## src/rtl/gpio_cfg_pkg.sv

```systemverilog
// Shared types and constants for the GPIO pad configuration loader.
// GPIO_CFG_PARITY_EN adds an even-parity bit to the serial word.
package gpio_cfg_pkg;

  localparam int CFG_W = 10;

`ifdef GPIO_CFG_PARITY_EN
  localparam int PAR_W = 1;
`else
  localparam int PAR_W = 0;
`endif

  typedef enum logic {
    INIT = 1'b0,
    RUN  = 1'b1
  } state_e;

  // Bit positions inside the pad configuration word
  localparam int MGMT_EN   = 0;
  localparam int OUT_DIS   = 1;
  localparam int HOLDOVER  = 2;
  localparam int INP_DIS   = 3;
  localparam int IB_MODE   = 4;
  localparam int ANA_EN    = 5;
  localparam int ANA_SEL   = 6;
  localparam int ANA_POL   = 7;
  localparam int SLOW_SLEW = 8;
  localparam int DRIVE     = 9;

endpackage

```

## src/rtl/gpio_cfg_shift_reg.sv

```systemverilog
// Config-chain shift register with registered chain output and a saturating
// count of shifts since the last accepted word.
module gpio_cfg_shift_reg #(
  parameter int SR_W = 10
) (
  input  logic            clk,
  input  logic            resetn,
  input  logic            shift_en,
  input  logic            data_in,
  input  logic            cnt_clr,
  output logic [SR_W-1:0] shift_reg,
  output logic            data_out,
  output logic            cnt_full
);

  localparam int CNT_W = $clog2(SR_W + 1);

  logic [SR_W-1:0]  sr_q, sr_d;
  logic             dout_q, dout_d;
  logic [CNT_W-1:0] cnt_q, cnt_d;

  always_comb begin
    sr_d   = sr_q;
    dout_d = dout_q;
    cnt_d  = cnt_q;
    if (shift_en) begin
      sr_d   = {sr_q[SR_W-2:0], data_in};
      dout_d = sr_q[SR_W-1];
    end
    // A clear coinciding with a shift counts that shift as the first of the next word
    if (cnt_clr) begin
      cnt_d = shift_en ? CNT_W'(1) : '0;
    end else if (shift_en && (cnt_q != CNT_W'(SR_W))) begin
      cnt_d = cnt_q + CNT_W'(1);
    end
  end

  always_ff @(posedge clk or negedge resetn) begin
    if (!resetn) begin
      sr_q   <= '0;
      dout_q <= 1'b0;
      cnt_q  <= '0;
    end else begin
      sr_q   <= sr_d;
      dout_q <= dout_d;
      cnt_q  <= cnt_d;
    end
  end

  assign shift_reg = sr_q;
  assign data_out  = dout_q;
  assign cnt_full  = (cnt_q == CNT_W'(SR_W));

endmodule

```

## src/rtl/gpio_cfg_shift_loader.sv

```systemverilog
// Per-pad config loader: applies hard-wired defaults after reset, then takes
// serial overrides. GPIO_CFG_PARITY_EN enables parity checking and parity_err.
//
// state | meaning
// INIT  | first edge after reset release: latch gpio_defaults
// RUN   | normal operation: shift, load, reload
module gpio_cfg_shift_loader #(
  parameter int CFG_W = gpio_cfg_pkg::CFG_W
) (
  input  logic             clk,
  input  logic             resetn,
  input  logic [CFG_W-1:0] gpio_defaults,
  input  logic             cfg_reload,
  input  logic             serial_shift,
  input  logic             serial_data_in,
  input  logic             serial_load,
  output logic             serial_data_out,
  output logic [CFG_W-1:0] cfg_out,
  output logic             cfg_valid,
`ifdef GPIO_CFG_PARITY_EN
  output logic             parity_err,
`endif
  output logic             short_load
);

  import gpio_cfg_pkg::*;

  localparam int SR_W = CFG_W + PAR_W;

  state_e           state_q, state_d;
  logic [CFG_W-1:0] cfg_q, cfg_d;
  logic             valid_q, valid_d;
  logic             short_q, short_d;
  logic             shift_en, cnt_clr, cnt_full;
  logic [SR_W-1:0]  shift_reg;
`ifdef GPIO_CFG_PARITY_EN
  logic             perr_q, perr_d;
`endif

  assign shift_en = serial_shift && (state_q == RUN);

  gpio_cfg_shift_reg #(
    .SR_W (SR_W)
  ) u_shift_reg (
    .clk       (clk),
    .resetn    (resetn),
    .shift_en  (shift_en),
    .data_in   (serial_data_in),
    .cnt_clr   (cnt_clr),
    .shift_reg (shift_reg),
    .data_out  (serial_data_out),
    .cnt_full  (cnt_full)
  );

  always_comb begin
    state_d = state_q;
    cfg_d   = cfg_q;
    valid_d = valid_q;
    short_d = short_q;
    cnt_clr = 1'b0;
`ifdef GPIO_CFG_PARITY_EN
    perr_d  = perr_q;
`endif
    case (state_q)
      INIT: begin
        cfg_d   = gpio_defaults;
        valid_d = 1'b1;
        state_d = RUN;
      end
      RUN: begin
        if (cfg_reload) begin
          cfg_d   = gpio_defaults;
          short_d = 1'b0;
          cnt_clr = 1'b1;
`ifdef GPIO_CFG_PARITY_EN
          perr_d  = 1'b0;
`endif
        end else if (serial_load) begin
          if (cnt_full) begin
            cnt_clr = 1'b1;
`ifdef GPIO_CFG_PARITY_EN
            // Even parity: a good word XORs to zero across all SR_W bits
            if (^shift_reg) begin
              perr_d = 1'b1;
            end else begin
              cfg_d   = shift_reg[SR_W-1 -: CFG_W];
              short_d = 1'b0;
              perr_d  = 1'b0;
            end
`else
            cfg_d   = shift_reg[SR_W-1 -: CFG_W];
            short_d = 1'b0;
`endif
          end else begin
            short_d = 1'b1;
          end
        end
      end
      default: state_d = INIT;
    endcase
  end

  always_ff @(posedge clk or negedge resetn) begin
    if (!resetn) begin
      state_q <= INIT;
      cfg_q   <= '0;
      valid_q <= 1'b0;
      short_q <= 1'b0;
    end else begin
      state_q <= state_d;
      cfg_q   <= cfg_d;
      valid_q <= valid_d;
      short_q <= short_d;
    end
  end

`ifdef GPIO_CFG_PARITY_EN
  always_ff @(posedge clk or negedge resetn) begin
    if (!resetn) begin
      perr_q <= 1'b0;
    end else begin
      perr_q <= perr_d;
    end
  end

  assign parity_err = perr_q;
`endif

  assign cfg_out    = cfg_q;
  assign cfg_valid  = valid_q;
  assign short_load = short_q;

endmodule

```

## config.mk

```make
export PLATFORM = sky130hd
export DESIGN_NAME = gpio_cfg_shift_loader
export DESIGN_NICKNAME = d
export VERILOG_FILES = /design/src/rtl/gpio_cfg_pkg.sv /design/src/rtl/gpio_cfg_shift_reg.sv /design/src/rtl/gpio_cfg_shift_loader.sv
export SDC_FILE = /design/constraint.sdc
export NUM_CORES = 1
export LEC_CHECK = 0
export CAP_MARGIN = 15
export CORE_UTILIZATION = 30
export DETAILED_ROUTE_END_ITERATION = 10
export PLACE_DENSITY = 0.64
export SLEW_MARGIN = 20
export SYNTH_ARGS = -nofsm -noshare
export SYNTH_HDL_FRONTEND = slang
export SYNTH_SLANG_ARGS = --single-unit
export TNS_END_PERCENT = 20
```

## constraint.sdc

```tcl
create_clock -name clk -period 1.7 [get_ports clk]
set_input_delay 0.255 -clock clk [delete_from_list [all_inputs] [get_ports clk]]
set_output_delay 0.255 -clock clk [all_outputs]
set_load 0.01 [all_outputs]
```

==> results of run 1 <==
through the flow:
stage	hold WS, ps	utilization (%)	area [sq um]	TNS, ps
after floorplan	-40.6	-	1340	0
after global placement	454	42.6	1770	-292
after detailed placement	452	42.6	1770	-286
after CTS	359	44.3	1840	0
after global routing	380	44.5	1840	0
final	344	44.5	1840	0
layout by cell type, fill, tap and decap left out, drive strengths merged:
| cell type | n |
|---|---|
| mux2 | 31 |
| dfrtp | 28 |
| clkdlybuf4s50 | 28 |
| buf | 11 |
| nand2 | 5 |
| or3 | 4 |
| inv | 3 |
| a21oi | 3 |
| clkbuf | 3 |
| nand3 | 2 |
| o21ai | 2 |
| o22ai | 2 |
| ha | 2 |
| nand2b | 2 |
| and4b | 1 |
| or2 | 1 |
| and3b | 1 |
| o21a | 1 |
| nand3b | 1 |
| o211ai | 1 |
| nor3 | 1 |
| a211oi | 1 |
| o22a | 1 |
| bufinv | 1 |
| conb | 1 |
synth_stat cells (all sizes together) (2+ instances only):
master | n | area (sq um)
o22ai | 2 | 12.5
nand3 | 2 | 10.0
or3 | 4 | 26.3
nand2 | 5 | 18.8
mux2 | 31 | 387
ha | 2 | 25.0
buf | 4 | 32.5
a21oi | 3 | 15.0
nand2b | 2 | 20.0
dfrtp | 28 | 701
inv | 3 | 11.3
o21ai | 2 | 10.0
final cells by class:
type / instances / area [sq um] / share of cell area (%)
Inverter: 3 / 11.3 / 0.611
Sequential cell: 28 / 701 / 38.0
Timing Repair Buffer: 39 / 400 / 21.7
Multi-Input combinational cell: 63 / 598 / 32.4
Clock buffer: 3 / 41.3 / 2.24
Clock inverter: 1 / 30.0 / 1.63
Tap cell: 50 / 62.6 / 3.39
logic make-up after synthesis:
| logic type | Yosys count |
|---|---|
| AOI/OAI and AO/OA | 11 |
| adders and majority gates | 2 |
| buffers and inverters | 7 |
| DFF | 28 |
| muxes | 31 |
| other | 1 |
| and+or+nand+nor | 18 |
worst register-to-register path, stage by stage, from the launching register on:
cell	delay, ps
dfrtp_1	360
inv_1	50
ha_1	220
and4b_1	190
or2_1	240
buf_12	160
mux2_4	290
layer usage:
layer | up-vias | wire length, um
met5 | - | 0
met4 | 0 | 20
met3 | 2 | 84
met2 | 13 | 1310
met1 | 444 | 1190
li1 | 427 | -
power by group through the flow:
stage	clock network (uW)	logic (uW)	registers, uW
final	524	547	952
after floorplan	0	272	964
after CTS	533	549	956
after global placement	0	531	961
after detailed placement	0	547	968
after global routing	556	596	976
timing repair:
item,4_1_cts,5_1_grt
endpoints found under the setup margin,0,10
hold buffers,0,0
setup buffers,0,1
how the worst max path moves through the flow:
| stage | cells past startpoint | to | slack [ps] | from |
|---|---|---|---|---|
| final | 6 | cfg_out[3] | 80 | u_shift_reg.cnt_q[0] |
| after global routing | 6 | cfg_out[1] | 10 | u_shift_reg.cnt_q[0] |
| after CTS | 6 | cfg_out[8] | 70 | u_shift_reg.cnt_q[0] |
| after detailed placement | 5 | cfg_out[1] | -40 | cfg_reload |
| after global placement | 5 | cfg_out[2] | -40 | cfg_reload |
| after floorplan | 6 | cfg_out[0] | 100 | u_shift_reg.cnt_q[0] |
==> flow_metrics.env, run 1 <==
export IMPL_p_per_area_nw_per_um2=1100
export IMPL_slowest_delay_ps=360
export IMPL_clock_skew_ps=2.13
export IMPL_cp_max_fo=10
export IMPL_max_cap_viol_count=0
export IMPL_cts_sinks=28
export IMPL_grt_util_met3_pct=2.30
export IMPL_synth_edf_count=0
export IMPL_globalRouteMet1Util_pct=16.2
export IMPL_fin_cells=187
export IMPL_ys_types=26
export IMPL_portBuffers=28
export IMPL_crit_type="reg2reg"
export IMPL_required_ps=1870
export IMPL_p_sw_share_pct=24.7
export IMPL_synthAdderAreaFrac_pct=1.86
export IMPL_met2_usage_pct=20.1
export IMPL_wl_per_cell_um=13.9
export IMPL_r2r_slack_ps=80
export IMPL_reg2reg_depth=6
export IMPL_cts_resized=0
export IMPL_fillCellCount=401
export IMPL_routed_via_density=4.74
export IMPL_rr_startpoint="u_shift_reg.cnt_q[0]"
export IMPL_clkLatencyLatePin_ps=270
export IMPL_synthSimpleGateAreaFrac_pct=8.48
export IMPL_drt_pass1_iterations=2
export IMPL_tritoncts="yes"
export IMPL_p_sw_uw=499
export IMPL_power_frac_seq_pct=47.1
export IMPL_synthArstFlopShare_pct=100
export IMPL_hold_violations=0
export IMPL_maxSlewViolCount=0
export IMPL_endpoint_kind="register"
export IMPL_dr_total_vias=886
export IMPL_fin_crit_sh_pct=95.4
export IMPL_hpwl_um=1930
export IMPL_drive_gt1_share_pct=35.8
export IMPL_netlist_instances=98
export IMPL_cp_slowest_cell="dfrtp_1"
export IMPL_syn_nets=116
export IMPL_pre_cts_ws_ps=-40.5
export IMPL_cts_buffer_depth=2
export IMPL_cts_made_buffers=3
export IMPL_clk_pin_slew_ps=100
export IMPL_grt_pass1_wl_um=4280
export IMPL_synth_compound_area_share_pct=5.13
export IMPL_status="finished clean"
export IMPL_grt_pass1_vias=945
export IMPL_yosysSeqAreaShare_pct=52.2
export IMPL_power_total_uw=2020
export IMPL_dp_cells=182
export IMPL_grt_max_degree=29
export IMPL_grt_ovfl_total=0
export IMPL_setup_viol=0
export IMPL_yosys_area_share_xor_xnor_pct=0
export IMPL_insertedDiodeCount=0
export IMPL_ant_nets=0
export IMPL_fp_dieW_um=68.9
export IMPL_fmax_ghz=0.616
export IMPL_ios=29
export IMPL_p_leak_uw=0.000819
export IMPL_routed_wl_um=2600
export IMPL_cp_buffers_inverters=2
export IMPL_pwr_share_comb_pct=27.0
export IMPL_syn_area_sq_um=1340
export IMPL_p_int_uw=1520
export IMPL_root_buffer="clkbuf_8"
export IMPL_ir_drop_v=0.000524
export IMPL_synth_top_family_by_area="multiplexers"
export IMPL_drcViolationCount=0
export IMPL_final_nets=156
export IMPL_synthFlopType="dfrtp_1"
export IMPL_cts_htree_levels=1
export IMPL_synth_area_mux_share_pct=28.8
export IMPL_min_path_type="in2async"
export IMPL_layout_setup_ws_ps=77.6
export IMPL_top_usage_layer="met2"
export IMPL_yosysWarnings=0
export IMPL_core_area_sq_um=4140
export IMPL_crit_chain="inv_1, ha_1, and4b_1, or2_1, buf_12, mux2_4"
export IMPL_syn_area_per_cell_sq_um=13.7
export IMPL_fin_crit_ps=1620
export IMPL_critPathArrivalTime_ps=1790
export IMPL_worst_setup_path_start_kind="register"
export IMPL_r2r_end="cfg_out[3]"
export IMPL_rsz0062_at_grt="false"
export IMPL_cpLargestDelayFamily="simple AND/OR/NAND/NOR gates"
export IMPL_syn_to_final_growth_pct=37.4
export IMPL_antenna_found_initial=0
export IMPL_fp_row_count=23
export IMPL_synth_seq_cells=28
export IMPL_die_h_um=68.9
export IMPL_clockPowerShare_pct=25.9
export IMPL_start_util_pct=32.4
export IMPL_track_usage_pct=12.3
export IMPL_gp_congestion=0.846
export IMPL_drt_iter0_drc=32
export IMPL_dieArea_sq_um=4750
No activity file was read; power rests on OpenSTA's default activity.
==> run 2: changes to the inputs <==
Clock period 1.7 ns to 1.41 ns, I/O delays scaled along.
==> flow_metrics.env, run 2 (synthesis results as in run 1) <==
export IMPL_status="complete, but fails checks"
export IMPL_violations="setup timing"
export IMPL_ios=29
export IMPL_grt_pass1_vias=970
export IMPL_fp_row_count=23
export IMPL_crit_chain="ha_4, and4b_1, or2_4, clkbuf_16, mux2_4"
export IMPL_drt_iter0_drc=12
export IMPL_cts_sinks=28
export IMPL_cts_htree_levels=1
export IMPL_syn_to_final_growth_pct=45.5
export IMPL_grt_ovfl_total=0
export IMPL_clk_pin_slew_ps=100
export IMPL_maxSlewViolCount=0
export IMPL_dr_total_vias=922
export IMPL_layout_commonest_cell="dfrtp_1"
export IMPL_final_nets=163
export IMPL_tritoncts="yes"
export IMPL_required_ps=1570
export IMPL_route_met2_wl_um=1380
export IMPL_routed_via_density=4.75
export IMPL_fp_dieW_um=68.9
export IMPL_cts_made_buffers=3
export IMPL_clock_skew_ps=6.73
export IMPL_root_buffer="clkbuf_8"
export IMPL_final_util_pct=47.1
export IMPL_highest_layer="met4"
export IMPL_ir_drop_v=0.000570
export IMPL_r2r_end="cfg_out[9]"
export IMPL_rsz0062_at_grt="true"
export IMPL_endpoint_kind="register"
export IMPL_hold_violations=0
export IMPL_p_leak_uw=0.000959
export IMPL_drcViolationCount=0
export IMPL_p_per_area_nw_per_um2=1180
export IMPL_cp_max_fo=5
export IMPL_clkLatencyLatePin_ps=270
export IMPL_fin_crit_sh_pct=114
export IMPL_start_util_pct=32.4
export IMPL_drive_gt1_share_pct=43.8
export IMPL_rr_startpoint="u_shift_reg.cnt_q[1]"
export IMPL_reg2reg_depth=5
export IMPL_r2r_slack_ps=-200
export IMPL_cp_buffers_inverters=1
export IMPL_setup_viol=12
export IMPL_wl_met1_um=1250
export IMPL_core_area_sq_um=4140
export IMPL_antenna_found_initial=0
export IMPL_drt_pass1_iterations=4
export IMPL_ctsHoldBuffers=0
export IMPL_place_area_sq_um=1800
export IMPL_hpwl_um=1960
export IMPL_min_path_type="in2async"
export IMPL_gp_congestion=0.905
export IMPL_fin_cells=194
export IMPL_critPathArrivalTime_ps=1770
export IMPL_fmax_ghz=0.620
export IMPL_max_cap_viol_count=0
export IMPL_layout_common_cells="dfrtp_1 (28), mux2_2 (21), clkdlybuf4s50_1 (15), buf_4 (14)"
export IMPL_crit_type="reg2reg"
export IMPL_track_usage_pct=12.7
export IMPL_fin_area_sq_um=1950
export IMPL_worst_setup_path_start_kind="register"
export IMPL_dp_cells=186
export IMPL_portBuffers=28
export IMPL_crit_start="u_shift_reg.cnt_q[1]"
export IMPL_path_depth=5
export IMPL_grt_pass1_wl_um=4380
export IMPL_wl_per_cell_um=13.9
export IMPL_cts_buffer_depth=2
export IMPL_fin_crit_ps=1610
export IMPL_cpLargestDelayFamily="simple AND/OR/NAND/NOR gates"
export IMPL_ant_nets=0
export IMPL_power_total_uw=2310
export IMPL_insertedDiodeCount=0
export IMPL_layout_setup_ws_ps=-203
export IMPL_slowest_delay_ps=420
export IMPL_grt_max_degree=29
export IMPL_met3RoutedLength_um=69
export IMPL_dieArea_sq_um=4750
export IMPL_routed_wl_um=2710
export IMPL_cp_slowest_cell="dfrtp_1"
export IMPL_critPathCapture="cfg_out[9]"
export IMPL_die_h_um=68.9
[run 2: cell count changes in the layout (fill, tap and decap cells not counted), moves of 2 or more]
cell / delta
a21oi_1: -2
a21oi_2: +2
buf_4: +6
clkdlybuf4s50_1: -13
dlygate4sd2_1: +3
dlymetal6s2s_1: +10
[run 2: routing by layer]
| layer | up-vias | GRT usage, % |
|---|---|---|
| met5 | - | 0 |
| met4 | 0 | 3.83 |
| met3 | 2 | 2.30 |
| met2 | 15 | 21.1 |
| met1 | 464 | 16.6 |
| li1 | 441 | - |
[run 2: what timing repair did]
action | in CTS | in global routing
pin swaps | 2 | 3
endpoints found under the setup margin | 17 | 24
gates cloned | 0 | 1
buffers inserted | 2 | 1
gates resized for setup | 4 | 16
hold endpoints to repair | 0 | 0
[run 2: metrics by stage]
step                      setup TNS [ps]  hold WS (ps)  setup slack [ps]
after floorplan                    -1690         -84.1              -163
after global placement             -3480           455              -280
after detailed placement           -3960           451              -290
after CTS                          -2160           320              -198
after global routing               -2730           354              -244
final                              -2080           304              -203
[run 2: power breakdown]
group	switching (uW)	internal, uW
registers	139	1010
clock network	242	250
logic	223	449
[run 2: worst min path at each step]
stage / start / to / cells past startpoint
final: resetn / u_shift_reg.shift_reg[0] / 2
after global routing: resetn / u_shift_reg.shift_reg[0] / 2
after CTS: resetn / u_shift_reg.shift_reg[1] / 2
after detailed placement: cfg_valid / cfg_valid / 1
after global placement: cfg_valid / cfg_valid / 1
after floorplan: resetn / cfg_out[0] / 0
[run 2: area by class of cell]
class                           count  area [sq um]
Clock buffer                        4          55.1
Fill cell                         388          2190
Inverter                            3          11.3
Multi-Input combinational cell     63           632
Sequential cell                    28           701
Tap cell                           50          62.6
Timing Repair Buffer               46           492
[run 2: worst register-to-register path, stage by stage, from the launching register on]
cell	delay, ps
dfrtp_1	420
ha_4	170
and4b_1	180
or2_4	280
clkbuf_16	170
mux2_4	290
